### src/rtl/lsu_sram_bridge.sv
// Load/store bridge from the core LSU to the 32-bit SRAM controller.
// Aligns byte/half/word accesses into masked word transactions and extends load data.
module lsu_sram_bridge #(
  parameter int TIMEOUT = 16
) (
  input  logic        i_clk,
  input  logic        i_reset,
  input  logic [31:0] i_lsu_addr,
  input  logic [31:0] i_lsu_wdata,
  input  logic [2:0]  i_lsu_funct3,
  input  logic        i_lsu_wren,
  input  logic        i_lsu_rden,
  output logic [31:0] o_ld_data,
  output logic        o_stall,
  output logic        o_done,
  output logic        o_misaligned,
  output logic        o_timeout,
  output logic [17:0] o_sram_addr,
  output logic [31:0] o_sram_wdata,
  output logic [3:0]  o_sram_bmask,
  output logic        o_sram_wren,
  output logic        o_sram_rden,
  input  logic [31:0] i_sram_rdata,
  input  logic        i_sram_ack
);

  typedef enum logic [1:0] {S_IDLE, S_REQ, S_WAIT, S_DONE} state_t;
  typedef enum logic [1:0] {SZ_B, SZ_H, SZ_W} size_t;

  localparam logic [7:0] WD_LAST = 8'(TIMEOUT - 1);

  state_t      state;
  state_t      state_next;

  logic        req;
  logic        req_store;
  size_t       req_size;
  logic        req_misaligned;
  logic        accept;
  logic [31:0] lane_wdata;
  logic [3:0]  lane_bmask;

  logic [18:0] q_addr;
  logic        q_store;
  size_t       q_size;
  logic        q_unsigned;
  logic [31:0] q_wdata;
  logic [3:0]  q_bmask;
  logic [7:0]  wd_cnt;
  logic [31:0] ld_data;
  logic [31:0] ld_ext;
  logic [7:0]  rd_byte;
  logic [15:0] rd_half;
  logic        wd_expired;

  logic        unused_addr_hi;
  assign unused_addr_hi = ^i_lsu_addr[31:19];

  // Anything that is not b/h/bu/hu decodes as a word access.
  always_comb begin
    req       = i_lsu_wren | i_lsu_rden;
    req_store = i_lsu_wren;
    case (i_lsu_funct3[1:0])
      2'b00:   req_size = SZ_B;
      2'b01:   req_size = SZ_H;
      default: req_size = SZ_W;
    endcase
    req_misaligned = ((req_size == SZ_H) && i_lsu_addr[0]) ||
                     ((req_size == SZ_W) && (i_lsu_addr[1:0] != 2'b00));
    accept = (state == S_IDLE) && req && !req_misaligned;
  end

  always_comb begin
    lane_wdata = i_lsu_wdata;
    lane_bmask = 4'b1111;
    if (req_store) begin
      case (req_size)
        SZ_B: begin
          lane_wdata = {4{i_lsu_wdata[7:0]}};
          lane_bmask = 4'b0001 << i_lsu_addr[1:0];
        end
        SZ_H: begin
          lane_wdata = {2{i_lsu_wdata[15:0]}};
          lane_bmask = i_lsu_addr[1] ? 4'b1100 : 4'b0011;
        end
        default: begin
          lane_wdata = i_lsu_wdata;
          lane_bmask = 4'b1111;
        end
      endcase
    end
  end

  always_comb begin
    rd_byte = i_sram_rdata[{q_addr[1:0], 3'b000} +: 8];
    rd_half = q_addr[1] ? i_sram_rdata[31:16] : i_sram_rdata[15:0];
    case (q_size)
      SZ_B:    ld_ext = {{24{~q_unsigned & rd_byte[7]}}, rd_byte};
      SZ_H:    ld_ext = {{16{~q_unsigned & rd_half[15]}}, rd_half};
      default: ld_ext = i_sram_rdata;
    endcase
  end

  assign wd_expired = (wd_cnt == WD_LAST);

  always_ff @(posedge i_clk or negedge i_reset) begin
    if (!i_reset) begin
      state <= S_IDLE;
    end else begin
      state <= state_next;
    end
  end

  always_comb begin
    state_next = state;
    case (state)
      S_IDLE: if (accept) state_next = S_REQ;
      S_REQ:  state_next = S_WAIT;
      S_WAIT: begin
        if (i_sram_ack) begin
          state_next = S_DONE;
        end else if (wd_expired) begin
          state_next = S_IDLE;
        end
      end
      S_DONE: state_next = S_IDLE;
      default: state_next = S_IDLE;
    endcase
  end

  // Request fields are frozen at accept so the controller sees stable values until the ack.
  always_ff @(posedge i_clk or negedge i_reset) begin
    if (!i_reset) begin
      q_addr     <= '0;
      q_store    <= 1'b0;
      q_size     <= SZ_B;
      q_unsigned <= 1'b0;
      q_wdata    <= '0;
      q_bmask    <= '0;
      wd_cnt     <= '0;
      ld_data    <= '0;
    end else begin
      if (accept) begin
        q_addr     <= i_lsu_addr[18:0];
        q_store    <= req_store;
        q_size     <= req_size;
        q_unsigned <= i_lsu_funct3[2];
        q_wdata    <= lane_wdata;
        q_bmask    <= lane_bmask;
      end
      if (state == S_REQ) begin
        wd_cnt <= '0;
      end else if (state == S_WAIT) begin
        wd_cnt <= wd_cnt + 8'd1;
      end
      if ((state == S_WAIT) && i_sram_ack && !q_store) begin
        ld_data <= ld_ext;
      end
    end
  end

  always_comb begin
    o_stall      = accept || (state == S_REQ) || (state == S_WAIT);
    o_done       = (state == S_DONE);
    o_misaligned = (state == S_IDLE) && req && req_misaligned;
    o_timeout    = (state == S_WAIT) && !i_sram_ack && wd_expired;
    o_sram_wren  = (state == S_REQ) && q_store;
    o_sram_rden  = (state == S_REQ) && !q_store;
    o_sram_addr  = {q_addr[18:2], 1'b0};
    o_sram_wdata = q_wdata;
    o_sram_bmask = q_bmask;
    o_ld_data    = ld_data;
  end

endmodule

### config.mk
export PLATFORM = sky130hd
export DESIGN_NAME = lsu_sram_bridge
export DESIGN_NICKNAME = d
export VERILOG_FILES = /design/src/rtl/lsu_sram_bridge.sv
export SDC_FILE = /design/constraint.sdc
export NUM_CORES = 1
export LEC_CHECK = 0
export CORE_MARGIN = 2
export CORE_UTILIZATION = 40
export DETAILED_ROUTE_END_ITERATION = 8
export MAX_ROUTING_LAYER = met4
export PLACE_DENSITY_LB_ADDON = 0.1
export SETUP_SLACK_MARGIN = 0.3
export SLEW_MARGIN = 20
export SYNTH_ARGS = -nofsm -noshare
export SYNTH_HDL_FRONTEND = slang
export SYNTH_SLANG_ARGS = --single-unit
### constraint.sdc
create_clock -name i_clk -period 4.9 [get_ports i_clk]
set_clock_uncertainty 0.15 [all_clocks]
set_input_delay 0.735 -clock i_clk [delete_from_list [all_inputs] [get_ports i_clk]]
set_output_delay 0.735 -clock i_clk [all_outputs]
set_load 0.01 [all_outputs]
---- Word-level counts from Yosys, hierarchy flattened ----
Cells that the tools add are included.
operators by class
  add/sub/neg operators ................... 1
  multipliers ............................. 0
  divide/modulo/power cells ............... 0
  $lt $le $gt $ge ......................... 0
  equal/unequal tests ..................... 10
  shift operators ......................... 2
  muxes and demuxes ....................... 14
  bitwise operators ....................... 4
  reduce and logical (&&, ||, !) cells .... 24
operator list
  operator                                                            number
  32-bit case mux with 2 select lines                                 2
  32-bit two-way mux                                                  1
  32-bit by 6-bit indexed part select with 8-bit output               1
  16-bit two-way mux                                                  1
  8-bit two-way mux                                                   2
  1-bit logical AND                                                   11
  8-bit by 1-bit adder with 8-bit output (second input constant)      1
  2-bit by 1-bit == test with 1-bit output (second input constant)    4
  8-bit by 4-bit == test with 1-bit output (second input constant)    1
  2-bit zero test                                                     4
  4-bit two-way mux                                                   2
  2-bit case mux with 4 select lines                                  1
  4-bit case mux with 2 select lines                                  1
  2-bit == test (second input constant)                               3
  2-bit two-way mux                                                   3
  2-bit case mux with 2 select lines                                  1
  2-bit nonzero test                                                  2
  1-bit by 2-bit left shift with 4-bit output (first input constant)  1
  1-bit zero test                                                     3
  1-bit logical OR                                                    3
  3-bit != test (second input constant)                               1
  1-bit AND                                                           2
  2-bit != test (second input constant)                               1
  2-bit AND reduction                                                 1
  2 further kinds                                                     2
word-level totals
  register bits ........................... 101
  bits in latches ......................... 0
  memory bits (writable) .................. 0
  memory bits (read-only) ................. 0
  input bits .............................. 104
  output and inout port bits .............. 92
  word-level logic and storage cells ...... 64
  memories ................................ 0

---- Logic depth before layout (Yosys ltp) ----
Gate-level depths: netlist (run 1).
  depth in word-level cells ............... 9
  gate-level depth with buffers ........... 8
  mapped depth without buffers ............ 6

---- Worst setup path after synthesis (run 1) ----
Ideal clock, no wire load.
  path type ............................... in2out
  start ................................... in i_lsu_addr[1]
  end ..................................... out o_stall
  arrival ................................. 1.628 ns
  data required time ...................... 4.015 ns
  setup slack ............................. 2.387 ns
  cell stages on the path ................. 5
  buffers on the path ..................... 2
  cell sequence ........................... o21ai_0 nand3b_1 buf_2 buf_2 nand2_1
on the way
  cells in the longest elaborated chain, start to end .. 7
RTL lines
  item                           line  text
  start: declaration             8     input logic [31:0] i_lsu_addr,
  2-bit nonzero test             69    ((req_size == SZ_W) && (i_lsu_addr[1:0] != 2'b00));
  1-bit logical AND              69
  1-bit logical OR               68    req_misaligned = ((req_size == SZ_H) && i_lsu_addr[0]) ||
  1-bit zero test                70    accept = (state == S_IDLE) && req && !req_misaligned;
  1-bit logical AND              70
  1-bit logical OR (2 in a row)  163   o_stall = accept || (state == S_REQ) || (state == S_WAIT);
  end: declaration               14    output logic o_stall,
No other way between the ends.

---- Final worst setup path (run 1) ----
  start ................................... in i_lsu_addr[0]
  end ..................................... out o_stall
on the way
  cells in the longest elaborated chain, start to end .. 7
  elaborated cells between the ends (all ways) .. 8
  classes of those cells .................. reduce/logical (8)
RTL lines
  item                               line
  2-bit nonzero test                 69
  1-bit logical AND                  69
  1-bit logical OR (*)               68
  1-bit zero test (*)                70
  1-bit logical AND (*)              70
  1-bit logical OR (*) (2 in a row)  163
Mark *: on every way between the ends. The rest lies on a longest branch, timed or not.

==> impl_metrics.py, run 1 <==
metrics = {
    "critical_path": {
        "crit_chain": "clkdlybuf4s50_1 > o21ai_0 > nand3b_1 > nand2_1 > clkdlybuf4s50_1",
        "path_buf_inv": 2,
        "rrSetupSlack_ns": 2.36,
        "slowest_delay_ns": 0.55,
        "worstPathArrival_ns": 2.39,
        "cp_num_cells": 5,
        "crit_top_cell": "clkdlybuf4s50_1",
        "worstPathRequired_ns": 4.01,
        "setup.worst_path.end_class": "output pin",
        "reg2reg_to": "o_ld_data[12]",
        "startpoint_type": "primary input",
        "crit_family": "buffers and inverters",
        "slowest_stage": "clkdlybuf4s50_1",
        "crit_path_max_fanout": 7,
        "r2r_start": "q_size[0]",
        "setup.worst_path.class": "primary input to output pin",
        "ff2ff_path_depth": 4,
    },
    "synthesis": {
        "ys.flop_type": "dfrtp_1",
        "yosys-top-cells-count": "dfrtp_1, nand2_1, o21ai_0, mux2_2, nand3_1",
        "synth.yosys.seq_area_share_pct": 49.4,
        "ys_seq_elements": 101,
        "syn-cell-area_um2": 5120,
        "synth_cells": 510,
        "synth_nets": 620,
        "synth_edf_count": 0,
        "syn_avg_cell_area_um2": 10.0,
        "ys_async_sr_fraction_pct": 100,
        "yosysMostFrequentCell": "dfrtp_1",
        "yosys.area.top_type_share_pct": 49.4,
        "ys_types": 44,
        "yosys_warnings": 0,
        "synth_top_area_cell": "dfrtp_1",
        "synth.top_cells.by_area": "dfrtp_1, mux2_2, o21ai_0",
    },
    "sta": {
        "drv_slew": 0,
        "fin_ws_ns": 1.62,
        "setup_viol": 0,
        "timing_hold_violations_final": 0,
        "fin_crit_ns": 3.28,
        "fmax_mhz": 305,
        "worst_pin_slew_ns": 1.10,
        "period_share_pct": 66.9,
        "setup_tns_ns": 0,
        "max_slew_margin_pct": 26.3,
        "rsz0062_at_grt": "no",
    },
    "power_and_ir_drop": {
        "pwr-share-seq_pct": 35.9,
        "p_int_uw": 2680,
        "power_switching_uw": 1420,
        "p_leak_uw": 0.00304,
        "switching_share_pct": 34.7,
        "peakVddDrop_mv": 0.348,
        "p_per_area_nw_per_um2": 570,
        "comb_power_share_pct": 47.1,
        "finalPower_uw": 4100,
        "clock_power_share_pct": 16.9,
    },
    "grt": {
        "groute.layer.met2.usage_pct": 32.5,
        "grt_pass1_wl_um": 21000,
        "overflow": 0,
        "grtUsageTotal_pct": 20.5,
        "grt-busiest-layer": "met2",
        "grt_pass1_vias": 4112,
        "grt_util_met1_pct": 26.0,
        "grt_max_degree": 87,
        "antenna_found_initial": 0,
        "grt_use_met3_pct": 6.13,
    },
    "clocking": {
        "htreeDepth": 3,
        "ctsHoldBuffers": 0,
        "cts_tree": "built",
        "insertion_delay_ns": 0.34,
        "cts_sinks": 101,
        "cts_max_path_buffers": 2,
        "post_cts_buffers": 0,
        "cts_root_buf": "clkbuf_16",
        "cts_inserted_buffers": 9,
        "clkTransAtPathRegs_ns": 0.06,
        "cts_resized": 0,
    },
    "worst_hold_path": {
        "min_from": "o_sram_wdata[30]",
        "hold_class": "flip-flop to flip-flop",
        "min_path_cells": 2,
        "worst_hold_path.endpoint": "o_sram_wdata[30]",
    },
    "die": {
        "die_x_um": 117,
        "io_pins": 196,
        "dieHeight_um": 117,
        "coreArea_um2": 12600,
        "dieArea_um2": 13700,
        "initial_core_util_pct": 40.7,
        "rows": 41,
    },
    "placed_design": {
        "pre_cts_ws_ns": 1.55,
        "portBuffers": 181,
        "dpl.hpwl_um": 9550,
        "gp_congestion": 0.829,
        "dp.cells": 819,
    },
    "route": {
        "drtAntennaViolNets": 0,
        "via_per_inst": 5.10,
        "wl_per_cell_um": 16.2,
        "num_vias": 4250,
        "dr.pass1.iters": 4,
        "drc": 0,
        "drt_iter0_drc": 285,
        "wl_um": 13500,
    },
    "finish": {
        "layout-drive-gt1-share_pct": 10.4,
        "diodes": 0,
        "fin_nets": 768,
        "syn_to_final_growth_pct": 40.6,
        "nFillCells": 1105,
        "fin_cells": 833,
        "final_util_pct": 57.3,
    },
    "run_status": {
        "status": "finished, final reports clean",
    },
    "job": {
        "cap_violations": 0,
    },
}
==> cell families after synthesis <==
logic type | Yosys count | synth area share [%]
other | 1 | 0.0733
adders and majority gates | 6 | 1.47
muxes | 67 | 14.1
DFF | 101 | 49.4
and+or+nand+nor | 170 | 16.2
AOI/OAI and AO/OA | 106 | 12.6
buffers and inverters | 59 | 6.16
==> per-stage QoR <==
step | hold WS (ns) | instance area, µm²
floorplan | 0.289 | 5120
global placement | 0.312 | 6910
detailed placement | 0.321 | 6910
CTS | 0.335 | 7200
global route | 0.362 | 7200
finish | 0.329 | 7200
==> worst register-to-register path: stages, from the launching register on <==
cell	delay, ns
dfrtp_1	0.74
nand2b_1	0.56
nor3_1	0.15
a2111oi_4	0.61
a211oi_1	0.18
==> cell usage in the layout, fill, tap and decap left out, types with 2 or more instances in the layout <==
cell	instances
mux2_2	40
a211o_1	7
buf_4	8
nand3b_1	2
nand4_1	2
nand3_1	34
and3_1	2
nor2b_1	4
clkbuf_16	9
nor3b_1	8
nor2_1	16
nand2b_1	2
ha_1	6
clkbuf_1	2
a211oi_1	9
nand2_1	75
dfrtp_1	101
o21ai_0	66
or3_1	7
mux2i_1	27
a31oi_1	2
a21oi_1	11
and3b_1	7
clkdlybuf4s50_1	180
nor3_1	3
inv_1	8
==> power groups by stage <==
stage	Sequential [µW]	Clock, µW	Combinational (µW)
after floorplan	1530	0	988
after global placement	1470	0	1920
after detailed placement	1490	0	1950
after CTS	1480	721	1960
after global routing	1530	754	2120
final	1470	695	1930
==> sequential cells by signal, summed over array words and instances (netlist names) <==
signal,count
q_unsigned,1
wd_cnt,8
o_ld_data,32
o_sram_wdata,32
q_store,1
state,2
o_sram_bmask,4
q_size,2
q_addr,19
==> worst max path at each step <==
| stage | start | slack (ns) | to |
|---|---|---|---|
| 2_1_floorplan | i_lsu_addr[1] | 2.39 | o_stall |
| 3_3_place_gp | i_lsu_wren | 1.54 | o_sram_wdata[13] |
| 3_5_place_dp | i_lsu_wren | 1.55 | o_sram_wdata[13] |
| 4_1_cts | i_lsu_addr[0] | 1.60 | o_stall |
| 5_1_grt | i_lsu_addr[0] | 1.47 | o_stall |
| 6_report | i_lsu_addr[0] | 1.62 | o_stall |
==> per-layer routing <==
layer	up-vias	routed length (µm)	share of wire [%]
li1	2069	-	-
met1	2037	5880	44
met2	133	6510	48
met3	11	983	7.3
met4	0	127	0.94
met5	-	0	0
==> cell type report <==
type / instances / area (µm²) / area share [%]
sequential: 101 / 2530 / 35.1
clock inverter: 2 / 35.0 / 0.487
multi-input combinational: 350 / 2280 / 31.7
tap: 172 / 215 / 2.99
inverter: 8 / 30.0 / 0.417
clock buffer: 12 / 246 / 3.43
timing repair buffer: 188 / 1860 / 25.9
Note: power is estimated with default switching activity, not from simulation.
==> run 2, diff against run 1 <==
==> constraint.sdc (replaced) <==
create_clock -name i_clk -period 3.1 [get_ports i_clk]
set_clock_uncertainty 0.15 [all_clocks]
set_input_delay 0.465 -clock i_clk [delete_from_list [all_inputs] [get_ports i_clk]]
set_output_delay 0.465 -clock i_clk [all_outputs]
set_load 0.01 [all_outputs]
==> impl_metrics.py, run 2 (synthesis gave the netlist of run 1 again) <==
metrics = {
    "critical_path": {
        "setup.worst_path.class": "flip-flop to output pin",
        "crit_family": "simple AND/OR/NAND/NOR gates",
        "startpoint_type": "flip-flop",
        "cp_num_cells": 3,
        "crit_chain": "or4_4 > nor3_1 > clkdlybuf4s50_1",
        "slowest_delay_ns": 0.56,
        "worstPathArrival_ns": 2.08,
        "setup.worst_path.end_class": "output pin",
        "worstPathRequired_ns": 2.48,
        "slowest_stage": "or4_4",
        "path_buf_inv": 1,
        "ff2ff_path_depth": 6,
        "crit_path_max_fanout": 8,
    },
    "worst_hold_path": {
        "hold_class": "flip-flop to flip-flop",
        "min_path_cells": 2,
    },
    "grt": {
        "grt_max_degree": 87,
        "grt_use_met3_pct": 4.53,
        "antenna_found_initial": 0,
        "grt_util_met1_pct": 26.0,
        "grt-busiest-layer": "met2",
        "groute.layer.met2.usage_pct": 32.2,
        "overflow": 0,
        "grt_pass1_vias": 4181,
        "grtUsageTotal_pct": 20.4,
        "grt_pass1_wl_um": 21000,
    },
    "run_status": {
        "status": "finished, final reports clean",
    },
    "sta": {
        "setup_viol": 0,
        "rsz0062_at_grt": "no",
        "fmax_mhz": 370,
        "fin_crit_ns": 2.70,
        "worst_pin_slew_ns": 0.642,
        "drv_slew": 0,
        "timing_hold_violations_final": 0,
        "fin_ws_ns": 0.400,
        "period_share_pct": 87.1,
        "max_slew_margin_pct": 57.2,
        "setup_tns_ns": 0,
    },
    "route": {
        "drt_iter0_drc": 167,
        "wl_per_cell_um": 16.0,
        "drc": 0,
        "wl_um": 13500,
        "drtAntennaViolNets": 0,
        "dr.pass1.iters": 4,
        "num_vias": 4259,
        "via_per_inst": 5.06,
    },
    "clocking": {
        "cts_tree": "built",
        "cts_sinks": 101,
        "clkTransAtPathRegs_ns": 0.07,
        "cts_root_buf": "clkbuf_16",
        "insertion_delay_ns": 0.34,
        "cts_inserted_buffers": 9,
        "htreeDepth": 3,
        "cts_max_path_buffers": 2,
    },
    "finish": {
        "final_area_um2": 7250,
        "layout_common_cells": "clkdlybuf4s50_1, dfrtp_1, nand2_1",
        "fin_cells": 841,
        "syn_to_final_growth_pct": 41.7,
        "layout-drive-gt1-share_pct": 11.7,
        "fin_nets": 775,
        "layout_commonest_cell": "clkdlybuf4s50_1",
        "diodes": 0,
    },
    "power_and_ir_drop": {
        "finalPower_uw": 6440,
        "p_leak_uw": 0.00307,
        "p_per_area_nw_per_um2": 889,
        "peakVddDrop_mv": 0.422,
    },
    "die": {
        "initial_core_util_pct": 40.7,
        "die_x_um": 117,
        "rows": 41,
        "dieArea_um2": 13700,
        "coreArea_um2": 12600,
        "dieHeight_um": 117,
        "io_pins": 196,
    },
    "placed_design": {
        "dpl.hpwl_um": 9710,
        "placed_cell_area_um2": 6970,
        "gp_congestion": 0.802,
        "pre_cts_ws_ns": 0.257,
        "dp.cells": 825,
        "portBuffers": 181,
    },
    "job": {
        "cap_violations": 0,
    },
}
## run 2: per-layer routing
metal	vias up	part of all wire (%)
met4	0	1.5
met1	2023	44
met2	148	47
met3	14	6.9
met5	-	0
li1	2074	-
## run 2: final timing paths
kind	start	to	slack [ns]
setup / recovery	wd_cnt[4]	o_timeout	0.40
hold / removal	o_sram_wdata[8]	o_sram_wdata[8]	0.33
setup reg to reg	state[0]	o_ld_data[15]	0.85
hold reg to reg	o_sram_wdata[8]	o_sram_wdata[8]	0.33
max in group asynchronous	i_reset	wd_cnt[4]	1.56
min in group asynchronous	i_reset	o_ld_data[4]	0.48
## run 2: worst reg2reg max path: stages (launching register included)
cell and delay (ns):
dfrtp_1 0.41, inv_1 0.14, ha_2 0.22, nand2_1 0.10
or2_1 0.28, a2111oi_4 0.63, a211oi_1 0.17
## run 2: what timing repair did
| action | 4_1_cts | 5_1_grt |
|---|---|---|
| gates resized for setup | 1 | 4 |
| endpoints found under the hold margin | 35 | 0 |
| endpoints found under the setup margin | 1 | 2 |
| hold buffers | 1 | 0 |
| buffers inserted | 0 | 0 |
## run 2: power breakdown
| group | total [µW] | internal (µW) | switching [µW] |
|---|---|---|---|
| combinational | 3140 | 1710 | 1430 |
| clock | 1030 | 561 | 469 |
| sequential | 2270 | 1910 | 362 |
## run 2: final cells by class
class / count / area [µm²]
Fill cell: 1133 / 5320
Sequential cell: 101 / 2530
Multi-Input combinational cell: 350 / 2290
Timing Repair Buffer: 195 / 1930
Clock buffer: 13 / 250
Tap cell: 172 / 215
Inverter: 8 / 30.0
Clock inverter: 2 / 10.0
## run 2: metrics by stage
step / utilization [%] / hold WS [ns]
global placement: 55.5 / 0.308
global route: 57.7 / 0.355
finish: 57.7 / 0.329
detailed placement: 55.5 / 0.312
floorplan: - / 0.0194
CTS: 57.6 / 0.334
